## src/rtl/gate_array_pipe.sv

```systemverilog
// WIDTH-channel registered 2-input logic array with valid/ready handshake and saturating
// transfer counter. Optional even-parity output enabled by defining GATE_ARRAY_PARITY_EN.
module gate_array_pipe #(
    parameter int WIDTH = 8,
    parameter int CNT_W = 8
) (
    input  logic             clk,
    input  logic             rst,
    input  logic [2:0]       op_sel,
    input  logic             op_load,
    input  logic             in_valid,
    output logic             in_ready,
    input  logic [WIDTH-1:0] in_a,
    input  logic [WIDTH-1:0] in_b,
    output logic             out_valid,
    input  logic             out_ready,
    output logic [WIDTH-1:0] out_y,
    output logic [2:0]       op_cur,
    output logic [CNT_W-1:0] xfer_cnt
`ifdef GATE_ARRAY_PARITY_EN
    ,
    output logic             out_par
`endif
);

    typedef enum logic [2:0] {
        OP_NAND = 3'd0,
        OP_AND  = 3'd1,
        OP_OR   = 3'd2,
        OP_NOR  = 3'd3,
        OP_XOR  = 3'd4,
        OP_XNOR = 3'd5,
        OP_NOTA = 3'd6,
        OP_BUFA = 3'd7
    } op_e;

    op_e              op_cur_q, op_cur_d;
    logic             out_valid_q, out_valid_d;
    logic [WIDTH-1:0] out_y_q, out_y_d;
    logic [CNT_W-1:0] xfer_cnt_q, xfer_cnt_d;
    logic [WIDTH-1:0] f_res;
    logic             accept, take;

    always_comb begin
        // NOTE: every always_comb output gets a default first so no path leaves it
        // unassigned; otherwise synthesis infers a latch.
        f_res = '0;
        unique case (op_cur_q)
            OP_NAND: f_res = ~(in_a & in_b);
            OP_AND:  f_res = in_a & in_b;
            OP_OR:   f_res = in_a | in_b;
            OP_NOR:  f_res = ~(in_a | in_b);
            OP_XOR:  f_res = in_a ^ in_b;
            OP_XNOR: f_res = ~(in_a ^ in_b);
            OP_NOTA: f_res = ~in_a;
            OP_BUFA: f_res = in_a;
            default: f_res = '0;
        endcase
    end

    // Ready depends only on the held result and downstream, never on in_valid.
    assign in_ready = !out_valid_q || out_ready;
    assign accept   = in_valid && in_ready;
    assign take     = out_valid_q && out_ready;

    always_comb begin
        op_cur_d    = op_load ? op_e'(op_sel) : op_cur_q;
        out_y_d     = out_y_q;
        out_valid_d = out_valid_q;
        if (accept) begin
            out_y_d     = f_res;
            out_valid_d = 1'b1;
        end else if (take) begin
            out_valid_d = 1'b0;
        end
        xfer_cnt_d = (take && (xfer_cnt_q != '1)) ? xfer_cnt_q + CNT_W'(1) : xfer_cnt_q;
    end

    always_ff @(posedge clk) begin
        // NOTE: sequential state uses non-blocking assignments so all flops update
        // together from pre-edge values, independent of statement order.
        if (rst) begin
            op_cur_q    <= OP_NAND;
            out_valid_q <= 1'b0;
            out_y_q     <= '0;
            xfer_cnt_q  <= '0;
        end else begin
            op_cur_q    <= op_cur_d;
            out_valid_q <= out_valid_d;
            out_y_q     <= out_y_d;
            xfer_cnt_q  <= xfer_cnt_d;
        end
    end

    assign out_valid = out_valid_q;
    assign out_y     = out_y_q;
    assign op_cur    = op_cur_q;
    assign xfer_cnt  = xfer_cnt_q;

`ifdef GATE_ARRAY_PARITY_EN
    logic out_par_q, out_par_d;

    // Parity follows out_y exactly: loaded on accept, held otherwise.
    assign out_par_d = accept ? ^f_res : out_par_q;

    always_ff @(posedge clk) begin
        if (rst) out_par_q <= 1'b0;
        else     out_par_q <= out_par_d;
    end

    assign out_par = out_par_q;
`endif

endmodule
```

## config.mk

```make
export PLATFORM = sky130hd
export DESIGN_NAME = gate_array_pipe
export DESIGN_NICKNAME = d
export VERILOG_FILES = /design/src/rtl/gate_array_pipe.sv
export SDC_FILE = /design/constraint.sdc
export NUM_CORES = 1
export LEC_CHECK = 0
export BUFFER_PORTS_ARGS = -buffer_cell sky130_fd_sc_hd__clkbuf_2
export CORE_MARGIN = 3
export CORE_UTILIZATION = 52
export CTS_CLUSTER_DIAMETER = 120
export CTS_CLUSTER_SIZE = 20
export DETAILED_ROUTE_END_ITERATION = 7
export PLACE_DENSITY = 0.76
export SETUP_SLACK_MARGIN = 0.2
export SKIP_LAST_GASP = 1
export SYNTH_ARGS = -nofsm -noshare
export SYNTH_HDL_FRONTEND = slang
export SYNTH_SLANG_ARGS = --single-unit
```

## constraint.sdc

```tcl
create_clock -name clk -period 1.5 [get_ports clk]
set_input_delay 0.15 -clock clk [delete_from_list [all_inputs] [get_ports clk]]
set_output_delay 0.15 -clock clk [all_outputs]
set_load 0.02 [all_outputs]
```

==> results of run 1 <==
==> synth_stat cells <==
cell type  instances  area [um2]
a211o_1            1        8.76
inv_1             17        63.8
clkbuf_1           2        7.51
or3_1              1        6.26
a32o_1             9        90.1
nor3_2             1        10.0
nand4_1            3        18.8
mux2_4             7         105
nor2_1            21        78.8
a21oi_1           10        50.1
nand2b_1           1        6.26
a22oi_1           14         105
buf_4              1        7.51
nor2b_1            1        6.26
dfxtp_1           20         400
buf_6              5        56.3
and3_1             1        6.26
a211oi_1           1        7.51
o211ai_1           9        67.6
nor2_2             1        6.26
nor4b_1            1        8.76
mux2i_1            8        80.1
and2_1             2        12.5
o21ai_2            1        8.76
and3b_1            1        8.76
nand2_1           18        67.6
and4_1             1        8.76
xor2_1             3        26.3
nand3_1            3        15.0
clkinv_1           1        3.75
ha_1              17         213
o21ai_0            1        5.00
nor3b_1            7        52.6
nor3_1             1        5.00
==> worst paths after layout <==
path                          start                      to  slack, ns  cells past startpoint
max reg2reg  op_cur[2]$_SDFFE_PP0P_   out_y[0]$_SDFFE_PP0P_       0.07                      5
max          op_cur[2]$_SDFFE_PP0P_   out_y[0]$_SDFFE_PP0P_       0.07                      5
min                       op_sel[1]  op_cur[1]$_SDFFE_PP0P_       0.06                      3
min reg2reg   out_y[7]$_SDFFE_PP0P_   out_y[7]$_SDFFE_PP0P_       0.49                      1
==> placed cells by master, fill, tap and decap left out, types with 4 or more instances in the layout <==
cell       n
ha_1      16
inv_1     17
nor2_1    18
dfxtp_1   12
dfxtp_4    5
buf_6      4
a32o_1     9
nor3b_1    5
o211ai_1   9
buf_4     19
a21oi_2    8
mux2_4     7
a22oi_1   13
nand2_1   18
mux2i_1    8
nor2_2     4
clkbuf_2  44
==> flip-flops by register name, summed over array words and instances, names as in the netlist <==
register	flops
op_cur	3
out_y	8
xfer_cnt	8
out_valid	1
==> logic make-up (layout without fill, tap and decap cells) <==
kind of cell | after synthesis | in the layout | share of synthesized area
and+or+nand+nor | 64 | 64 | 0.196
AOI/OAI and AO/OA | 46 | 46 | 0.211
buffers and inverters | 26 | 92 | 0.0855
DFF | 20 | 20 | 0.247
adders and majority gates | 17 | 17 | 0.131
muxes | 15 | 15 | 0.114
xor gates and xnor gates | 3 | 3 | 0.0162
==> per-layer routing <==
metal,vias up,routed length (um),GRT usage
li1,829,-,-
met1,782,1980,0.323
met2,69,2210,0.401
met3,6,297,0.0434
met4,0,34,0.0758
met5,-,0,0
==> where the power goes <==
group / switching (uW) / leakage (uW) / internal [uW]
combinational: 268 / 0.000862 / 236
sequential: 27.6 / 0.000169 / 559
clock: 187 / 0.0000279 / 270
total: 482 / 0.00106 / 1070
==> worst register-to-register path, cell delays in order (launching register included) <==
cell      delay (ns)
dfxtp_4         0.41
buf_8           0.14
mux2_4          0.31
a21oi_2         0.13
o211ai_1        0.10
a32o_1          0.26
==> metrics by stage <==
| step | total power, uW | hold slack, ns | instances |
|---|---|---|---|
| detailed placement | 1030 | 0.393 | 277 |
| finish | 1550 | 0.0625 | 299 |
| floorplan | 891 | 0.219 | 191 |
| global route | 1620 | 0.0813 | 299 |
| global placement | 1010 | 0.384 | 277 |
| CTS | 1540 | 0.0625 | 298 |
==> layout make-up <==
cell class	instances	area, um2
Multi-Input combinational cell	145	1180
Fill cell	198	643
Timing Repair Buffer	70	458
Sequential cell	20	423
Inverter	18	68.8
Tap cell	42	52.6
Clock inverter	1	30.0
Clock buffer	3	22.5
==> what timing repair did <==
action,4_1_cts,5_1_grt
setup buffers,17,1
setup endpoints to repair,14,14
pin swaps,11,10
resized for setup,14,7
hold endpoints to repair,0,0
==> flow_metrics.env, run 1 <==
export IMPL_ys_seq_area_frac=0.247
export IMPL_routed_wl_um=4520
export IMPL_cts_made_buffers=3
export IMPL_yosys_warnings=0
export IMPL_floorplan_die_height_um=61.9
export IMPL_firstDrtPassIters=4
export IMPL_post_dp_hpwl_um=3120
export IMPL_worstPathMaxFanout=6
export IMPL_fin_ws_ns=0.0669
export IMPL_syn_num_nets=232
export IMPL_fmax_mhz=698
export IMPL_critPathTopFamily="compound AO/OA/AOI/OAI gates"
export IMPL_fin_area_mm2=0.00223
export IMPL_p_per_area_mw_per_mm2=693
export IMPL_grt_pass1_vias=1554
export IMPL_hold_viol_final=0
export IMPL_initial_core_util=0.565
export IMPL_ant_nets=0
export IMPL_routedWlPerCell_um=15.1
export IMPL_antenna_found_initial=0
export IMPL_synth_distinct_cells=34
export IMPL_cts_hold_buf=0
export IMPL_nNetsFinal=299
export IMPL_cp_data_arrival_time_ns=1.65
export IMPL_synth_cells=191
export IMPL_tightest_slew_ns=0.417
export IMPL_clk_pin_slew_worst_paths_ns=0.12
export IMPL_finalSetupTns_ns=0
export IMPL_numClockSinks=20
export IMPL_setup_viol=0
export IMPL_ir_drop_uv=352
export IMPL_slew_headroom=0.722
export IMPL_critPathKind="flop to flop"
export IMPL_clock_path_buffers=2
export IMPL_n_antenna_cell=0
export IMPL_status="completed"
export IMPL_area_delta_synth_final_pct=37.5
export IMPL_ioPinCount=45
export IMPL_p_leak_uw=0.00106
export IMPL_core_area_mm2=0.00288
export IMPL_cp_cell_sequence="buf_8 -> mux2_4 -> a21oi_2 -> o211ai_1 -> a32o_1"
export IMPL_maxCapViolCount=0
export IMPL_finalCriticalPeriod_ns=1.43
export IMPL_cts_root_buffer="clkbuf_4"
export IMPL_layout_drive_gt1_share=0.432
export IMPL_syn_cell_area_mm2=0.00162
export IMPL_fin_crit_sh=0.955
export IMPL_hold_class="input pin to flop"
export IMPL_portBuffers=44
export IMPL_globalplace_congestion=0.870
export IMPL_final_util=0.776
export IMPL_synth_ff_latch_count=20
export IMPL_avgViaCountPerCell=5.64
export IMPL_crit_required_ns=1.72
export IMPL_grt_overflow_total=0
export IMPL_rsz0062_at_grt="true"
export IMPL_dieArea_mm2=0.00383
export IMPL_drt_iter0_drc=87
export IMPL_preCtsSetupSlack_ns=0.0496
export IMPL_cts_tree="built"
export IMPL_rows=19
export IMPL_crit_slowest_cell="dfxtp_4"
export IMPL_placed_cell_area_mm2=0.00195
export IMPL_critPathMaxStageDelay_ns=0.41
export IMPL_maxSlewViolCount=0
export IMPL_syn_area_per_cell_um2=8.50
export IMPL_critPathCaptureType="flop"
export IMPL_finClkSkew_ns=0.00228
export IMPL_drc=0
export IMPL_grt_max_degree=15
export IMPL_cp_num_buf_inv=1
export IMPL_grt_first_pass_wirelength_um=6980
export IMPL_num_vias=1686
export IMPL_track_usage=0.243
export IMPL_die_w_um=61.9
export IMPL_clock_latency_ns=0.31
export IMPL_htreeDepth=1
export IMPL_cp_start_kind="flop"
Power figures use the tool's default switching activity.
==> run 2: changes to the inputs <==
--- a/config.mk
+++ b/config.mk
@@ -7,11 +7,12 @@
 export LEC_CHECK = 0
 export BUFFER_PORTS_ARGS = -buffer_cell sky130_fd_sc_hd__clkbuf_2
 export CORE_MARGIN = 3
-export CORE_UTILIZATION = 52
+export CORE_UTILIZATION = 47
 export CTS_CLUSTER_DIAMETER = 120
 export CTS_CLUSTER_SIZE = 20
 export DETAILED_ROUTE_END_ITERATION = 7
-export PLACE_DENSITY = 0.76
+export HOLD_SLACK_MARGIN = 0.08
+export PLACE_DENSITY = 0.73
 export SETUP_SLACK_MARGIN = 0.2
 export SKIP_LAST_GASP = 1
 export SYNTH_ARGS = -nofsm -noshare
==> constraint.sdc (replaced) <==
create_clock -name clk -period 1.1 [get_ports clk]
set_input_delay 0.11 -clock clk [delete_from_list [all_inputs] [get_ports clk]]
set_output_delay 0.11 -clock clk [all_outputs]
set_load 0.02 [all_outputs]
==> flow_metrics.env, run 2 (same netlist as run 1, synthesis figures left out) <==
export IMPL_ir_drop_uv=809
export IMPL_nNetsFinal=350
export IMPL_drc=0
export IMPL_finalSetupTns_ns=-6.11
export IMPL_routed_wl_um=7890
export IMPL_cp_start_kind="flop"
export IMPL_firstDrtPassIters=7
export IMPL_critPathCaptureType="flop"
export IMPL_hold_viol_final=0
export IMPL_cts_made_buffers=3
export IMPL_finalCriticalPeriod_ns=1.56
export IMPL_cp_depth=6
export IMPL_numClockSinks=20
export IMPL_power_share_sequential=0.339
export IMPL_regToRegStartpoint="op_cur[2]$_SDFFE_PP0P_"
export IMPL_rows=20
export IMPL_clock_path_buffers=2
export IMPL_fmax_mhz=640
export IMPL_ant_nets=0
export IMPL_finClkSkew_ns=0.0144
export IMPL_maxCapViolCount=0
export IMPL_track_usage=0.294
export IMPL_tightest_slew_ns=0.661
export IMPL_avgViaCountPerCell=6.35
export IMPL_grt_pass1_vias=2056
export IMPL_setup_viol=22
export IMPL_grt_max_degree=13
export IMPL_critPathKind="flop to flop"
export IMPL_clk_pin_slew_worst_paths_ns=0.14
export IMPL_cp_cell_sequence="buf_6 -> buf_6 -> nor3_2 -> buf_4 -> nand2_1 -> a32o_1"
export IMPL_grt_overflow_total=0
export IMPL_p_int_uw=1640
export IMPL_final_util=0.923
export IMPL_portBuffers=44
export IMPL_slew_headroom=0.558
export IMPL_routedWlPerCell_um=22.4
export IMPL_layout_common_cells="buf_4 (52), clkbuf_2 (24), nor2_1 (21), buf_6 (18)"
export IMPL_crit_start="op_cur[2]$_SDFFE_PP0P_"
export IMPL_p_leak_uw=0.00139
export IMPL_cts_tree="built"
export IMPL_p_switching_uw=793
export IMPL_clockPowerShare=0.258
export IMPL_n_antenna_cell=0
export IMPL_dieArea_mm2=0.00420
export IMPL_globalplace_congestion=0.883
export IMPL_floorplan_die_height_um=64.8
export IMPL_layout_drive_gt1_share=0.575
export IMPL_die_w_um=64.8
export IMPL_antenna_found_initial=0
export IMPL_violations="negative setup slack"
export IMPL_num_vias=2234
export IMPL_r2r_end="out_y[3]$_SDFFE_PP0P_"
export IMPL_p_per_area_mw_per_mm2=829
export IMPL_htreeDepth=1
export IMPL_combPwrFrac=0.403
export IMPL_worstPathMaxFanout=5
export IMPL_grt_first_pass_wirelength_um=9680
export IMPL_drt_iter0_drc=231
export IMPL_clock_latency_ns=0.32
export IMPL_placed_cells=325
export IMPL_cts_root_buffer="clkbuf_4"
export IMPL_status="finished, violations left"
export IMPL_critPathMaxStageDelay_ns=0.40
export IMPL_path_common_cell="buf_6"
export IMPL_fin_cells=352
export IMPL_worstRegToRegCells=6
export IMPL_crit_required_ns=1.30
export IMPL_hold_class="input pin to flop"
export IMPL_critPathTopFamily="buffers and inverters"
export IMPL_r2r_slack_ns=-0.46
export IMPL_ioPinCount=45
export IMPL_maxSlewViolCount=0
export IMPL_hp_start="op_load"
export IMPL_final_common_cell="buf_4"
export IMPL_endpoint="out_y[3]$_SDFFE_PP0P_"
export IMPL_crit_slowest_cell="dfxtp_4"
export IMPL_cp_data_arrival_time_ns=1.76
export IMPL_core_area_mm2=0.00318
export IMPL_initial_core_util=0.511
export IMPL_cp_num_buf_inv=3
export IMPL_fin_ws_ns=-0.463
export IMPL_rsz0062_at_grt="true"
export IMPL_swShare=0.326
export IMPL_fin_crit_sh=1.42
export IMPL_post_dp_hpwl_um=3480
export IMPL_area_delta_synth_final_pct=80.6
[run 2: final cells by class]
class,instances,area [um2]
Sequential cell,20,439
Inverter,18,68.8
Clock inverter,1,30.0
Clock buffer,3,22.5
Tap cell,44,55.1
Timing Repair Buffer,121,1090
Fill cell,116,245
Multi-Input combinational cell,145,1220
[run 2: timing repair]
item,4_1_cts,5_1_grt
cloned,1,1
hold buffers,4,0
endpoints found under the setup margin,38,38
pin swaps,5,21
endpoints found under the hold margin,4,0
resized for setup,64,37
setup buffers,7,10
[run 2: worst min-delay path: cells and delay by family]
family	cells	cell delay, ns
simple gates	1	0.09
mux	1	0.11
buf+inv	1	0.15
[run 2: layer usage]
| metal | wire length [um] | track usage | part of all wire |
|---|---|---|---|
| met1 | 2740 | 0.338 | 0.35 |
| met2 | 3820 | 0.539 | 0.48 |
| met3 | 756 | 0.0503 | 0.096 |
| met4 | 576 | 0.106 | 0.073 |
| met5 | 0 | 0 | 0 |
[run 2: worst min-delay path by stage]
stage                                     endpoint  slack (ns)  cells after the start
after floorplan           xfer_cnt[5]$_SDFFE_PP0P_        0.17                      1
after global placement      op_cur[0]$_SDFFE_PP0P_        0.35                      3
after detailed placement    op_cur[1]$_SDFFE_PP0P_        0.36                      3
after CTS                   op_cur[1]$_SDFFE_PP0P_        0.11                      3
after global routing        op_cur[0]$_SDFFE_PP0P_        0.19                      3
final                       op_cur[0]$_SDFFE_PP0P_        0.17                      3
[run 2: power by group through the flow]
stage | sequential (uW) | combinational [uW] | clock, uW
floorplan | 858 | 357 | 0
global placement | 822 | 669 | 0
detailed placement | 823 | 687 | 0
CTS | 805 | 816 | 623
global route | 825 | 1020 | 646
finish | 823 | 980 | 627
[run 2: stage by stage]
step                      cell area, um2  hold slack [ns]  setup slack (ns)  total power (uW)
final                               2930            0.169            -0.463              2430
after global routing                2930            0.194            -0.493              2490
after CTS                           2720            0.110            -0.343              2240
after detailed placement            2310            0.361            -0.352              1510
after global placement              2310            0.352            -0.316              1490
after floorplan                     1710            0.172            -0.277              1220
==> run 3: changes to the inputs <==
--- a/config.mk
+++ b/config.mk
@@ -18,3 +18,4 @@
 export SYNTH_ARGS = -nofsm -noshare
 export SYNTH_HDL_FRONTEND = slang
 export SYNTH_SLANG_ARGS = --single-unit
+export TNS_END_PERCENT = 1
==> flow_metrics.env, run 3 (same netlist as run 1, synthesis figures left out) <==
export IMPL_maxSlewViolCount=0
export IMPL_status="finished, violations left"
export IMPL_cts_made_buffers=3
export IMPL_hp_start="op_load"
export IMPL_p_per_area_mw_per_mm2=889
export IMPL_worstRegToRegCells=5
export IMPL_core_area_mm2=0.00318
export IMPL_clock_path_buffers=2
export IMPL_rows=20
export IMPL_num_vias=1810
export IMPL_rsz0062_at_grt="true"
export IMPL_globalplace_congestion=0.851
export IMPL_setup_viol=23
export IMPL_final_common_cell="buf_4"
export IMPL_placed_cell_area_mm2=0.00227
export IMPL_grt_pass1_vias=1702
export IMPL_cp_data_arrival_time_ns=1.68
export IMPL_worstPathMaxFanout=2
export IMPL_routedWlPerCell_um=14.3
export IMPL_fmax_mhz=690
export IMPL_fin_crit_sh=1.32
export IMPL_firstDrtPassIters=4
export IMPL_dieArea_mm2=0.00420
export IMPL_fin_ws_ns=-0.349
export IMPL_clk_pin_slew_worst_paths_ns=0.13
export IMPL_avgViaCountPerCell=5.42
export IMPL_grt_overflow_total=0
export IMPL_floorplan_die_height_um=64.8
export IMPL_preCtsSetupSlack_ns=-0.309
export IMPL_drc=0
export IMPL_htreeDepth=1
export IMPL_critPathCaptureType="flop"
export IMPL_fin_cells=334
export IMPL_p_leak_uw=0.00122
export IMPL_ir_drop_uv=567
export IMPL_min_path_cells=3
export IMPL_layout_drive_gt1_share=0.466
export IMPL_maxCapViolCount=0
export IMPL_critPathKind="flop to flop"
export IMPL_cts_tree="built"
export IMPL_slew_headroom=0.561
export IMPL_initial_core_util=0.511
export IMPL_crit_start="op_cur[2]$_SDFFE_PP0P_"
export IMPL_antenna_found_initial=0
export IMPL_clock_latency_ns=0.32
export IMPL_die_w_um=64.8
export IMPL_violations="negative setup slack"
export IMPL_n_antenna_cell=0
export IMPL_ioPinCount=45
export IMPL_hold_class="input pin to flop"
export IMPL_drt_iter0_drc=103
export IMPL_grt_first_pass_wirelength_um=7450
export IMPL_nNetsFinal=332
export IMPL_finalCriticalPeriod_ns=1.45
export IMPL_numClockSinks=20
export IMPL_finalSetupTns_ns=-4.70
export IMPL_portBuffers=44
export IMPL_track_usage=0.222
export IMPL_finClkSkew_ns=0.00432
export IMPL_layout_common_cells="buf_4 (52), clkbuf_2 (44), nor2_1 (21), nand2_1 (18), inv_1 (17)"
export IMPL_hold_viol_final=0
export IMPL_grt_max_degree=13
export IMPL_post_dp_hpwl_um=3300
export IMPL_fin_area_mm2=0.00246
export IMPL_placed_cells=323
export IMPL_holdWs_ns=0.105
export IMPL_routed_wl_um=4770
export IMPL_cts_root_buffer="clkbuf_4"
export IMPL_tightest_slew_ns=0.656
export IMPL_area_delta_synth_final_pct=51.8
export IMPL_crit_required_ns=1.33
export IMPL_cp_start_kind="flop"
export IMPL_ant_nets=0
export IMPL_regToRegStartpoint="op_cur[2]$_SDFFE_PP0P_"
[run 3: metrics by stage]
stage / util / total power (uW)
after floorplan: - / 1210
after global placement: 0.715 / 1490
after detailed placement: 0.715 / 1500
after CTS: 0.759 / 2170
after global routing: 0.776 / 2290
final: 0.776 / 2190
[run 3: area by class of cell]
class	count	area, um2
sequential	20	419
inverter	18	68.8
timing repair buffer	103	693
clock buffer	3	22.5
multi-input combinational	145	1180
tap	44	55.1
clock inverter	1	30.0
fill	233	713
[run 3: where the power goes]
group / switching (uW) / internal (uW) / total (uW)
registers: 34.4 / 762 / 796
clock network: 271 / 369 / 639
logic: 376 / 379 / 755
[run 3: critical path, stage by stage, from the launching register on]
cell and delay [ns]:
dfxtp_4 0.38, buf_6 0.11, nor2b_4 0.11, a32o_2 0.27, a211o_1 0.23, a32o_1 0.25
[run 3: metal layers]
| layer | wire length (um) | part of all wire | up-vias | GRT usage |
|---|---|---|---|---|
| li1 | - | - | 892 | - |
| met1 | 2060 | 0.43 | 849 | 0.280 |
| met2 | 2410 | 0.51 | 64 | 0.387 |
| met3 | 255 | 0.054 | 5 | 0.0225 |
| met4 | 45 | 0.0094 | 0 | 0.0844 |
| met5 | 0 | 0 | - | 0 |
[run 3: path summary, 6_finish.rpt]
| path | slack [ns] | end |
|---|---|---|
| worst min-delay path | 0.10 | op_cur[2]$_SDFFE_PP0P_ |
| worst max-delay path | -0.35 | out_y[7]$_SDFFE_PP0P_ |
| worst min register to register | 0.48 | out_y[0]$_SDFFE_PP0P_ |
| worst max register to register | -0.35 | out_y[7]$_SDFFE_PP0P_ |
[run 3: repair_timing]
| action | 4_1_cts | 5_1_grt |
|---|---|---|
| endpoints found under the hold margin | 4 | 0 |
| setup endpoints to repair | 37 | 38 |
| resized for setup | 5 | 12 |
| buffers inserted | 3 | 0 |
| hold buffers | 4 | 0 |
| pin swaps | 0 | 5 |
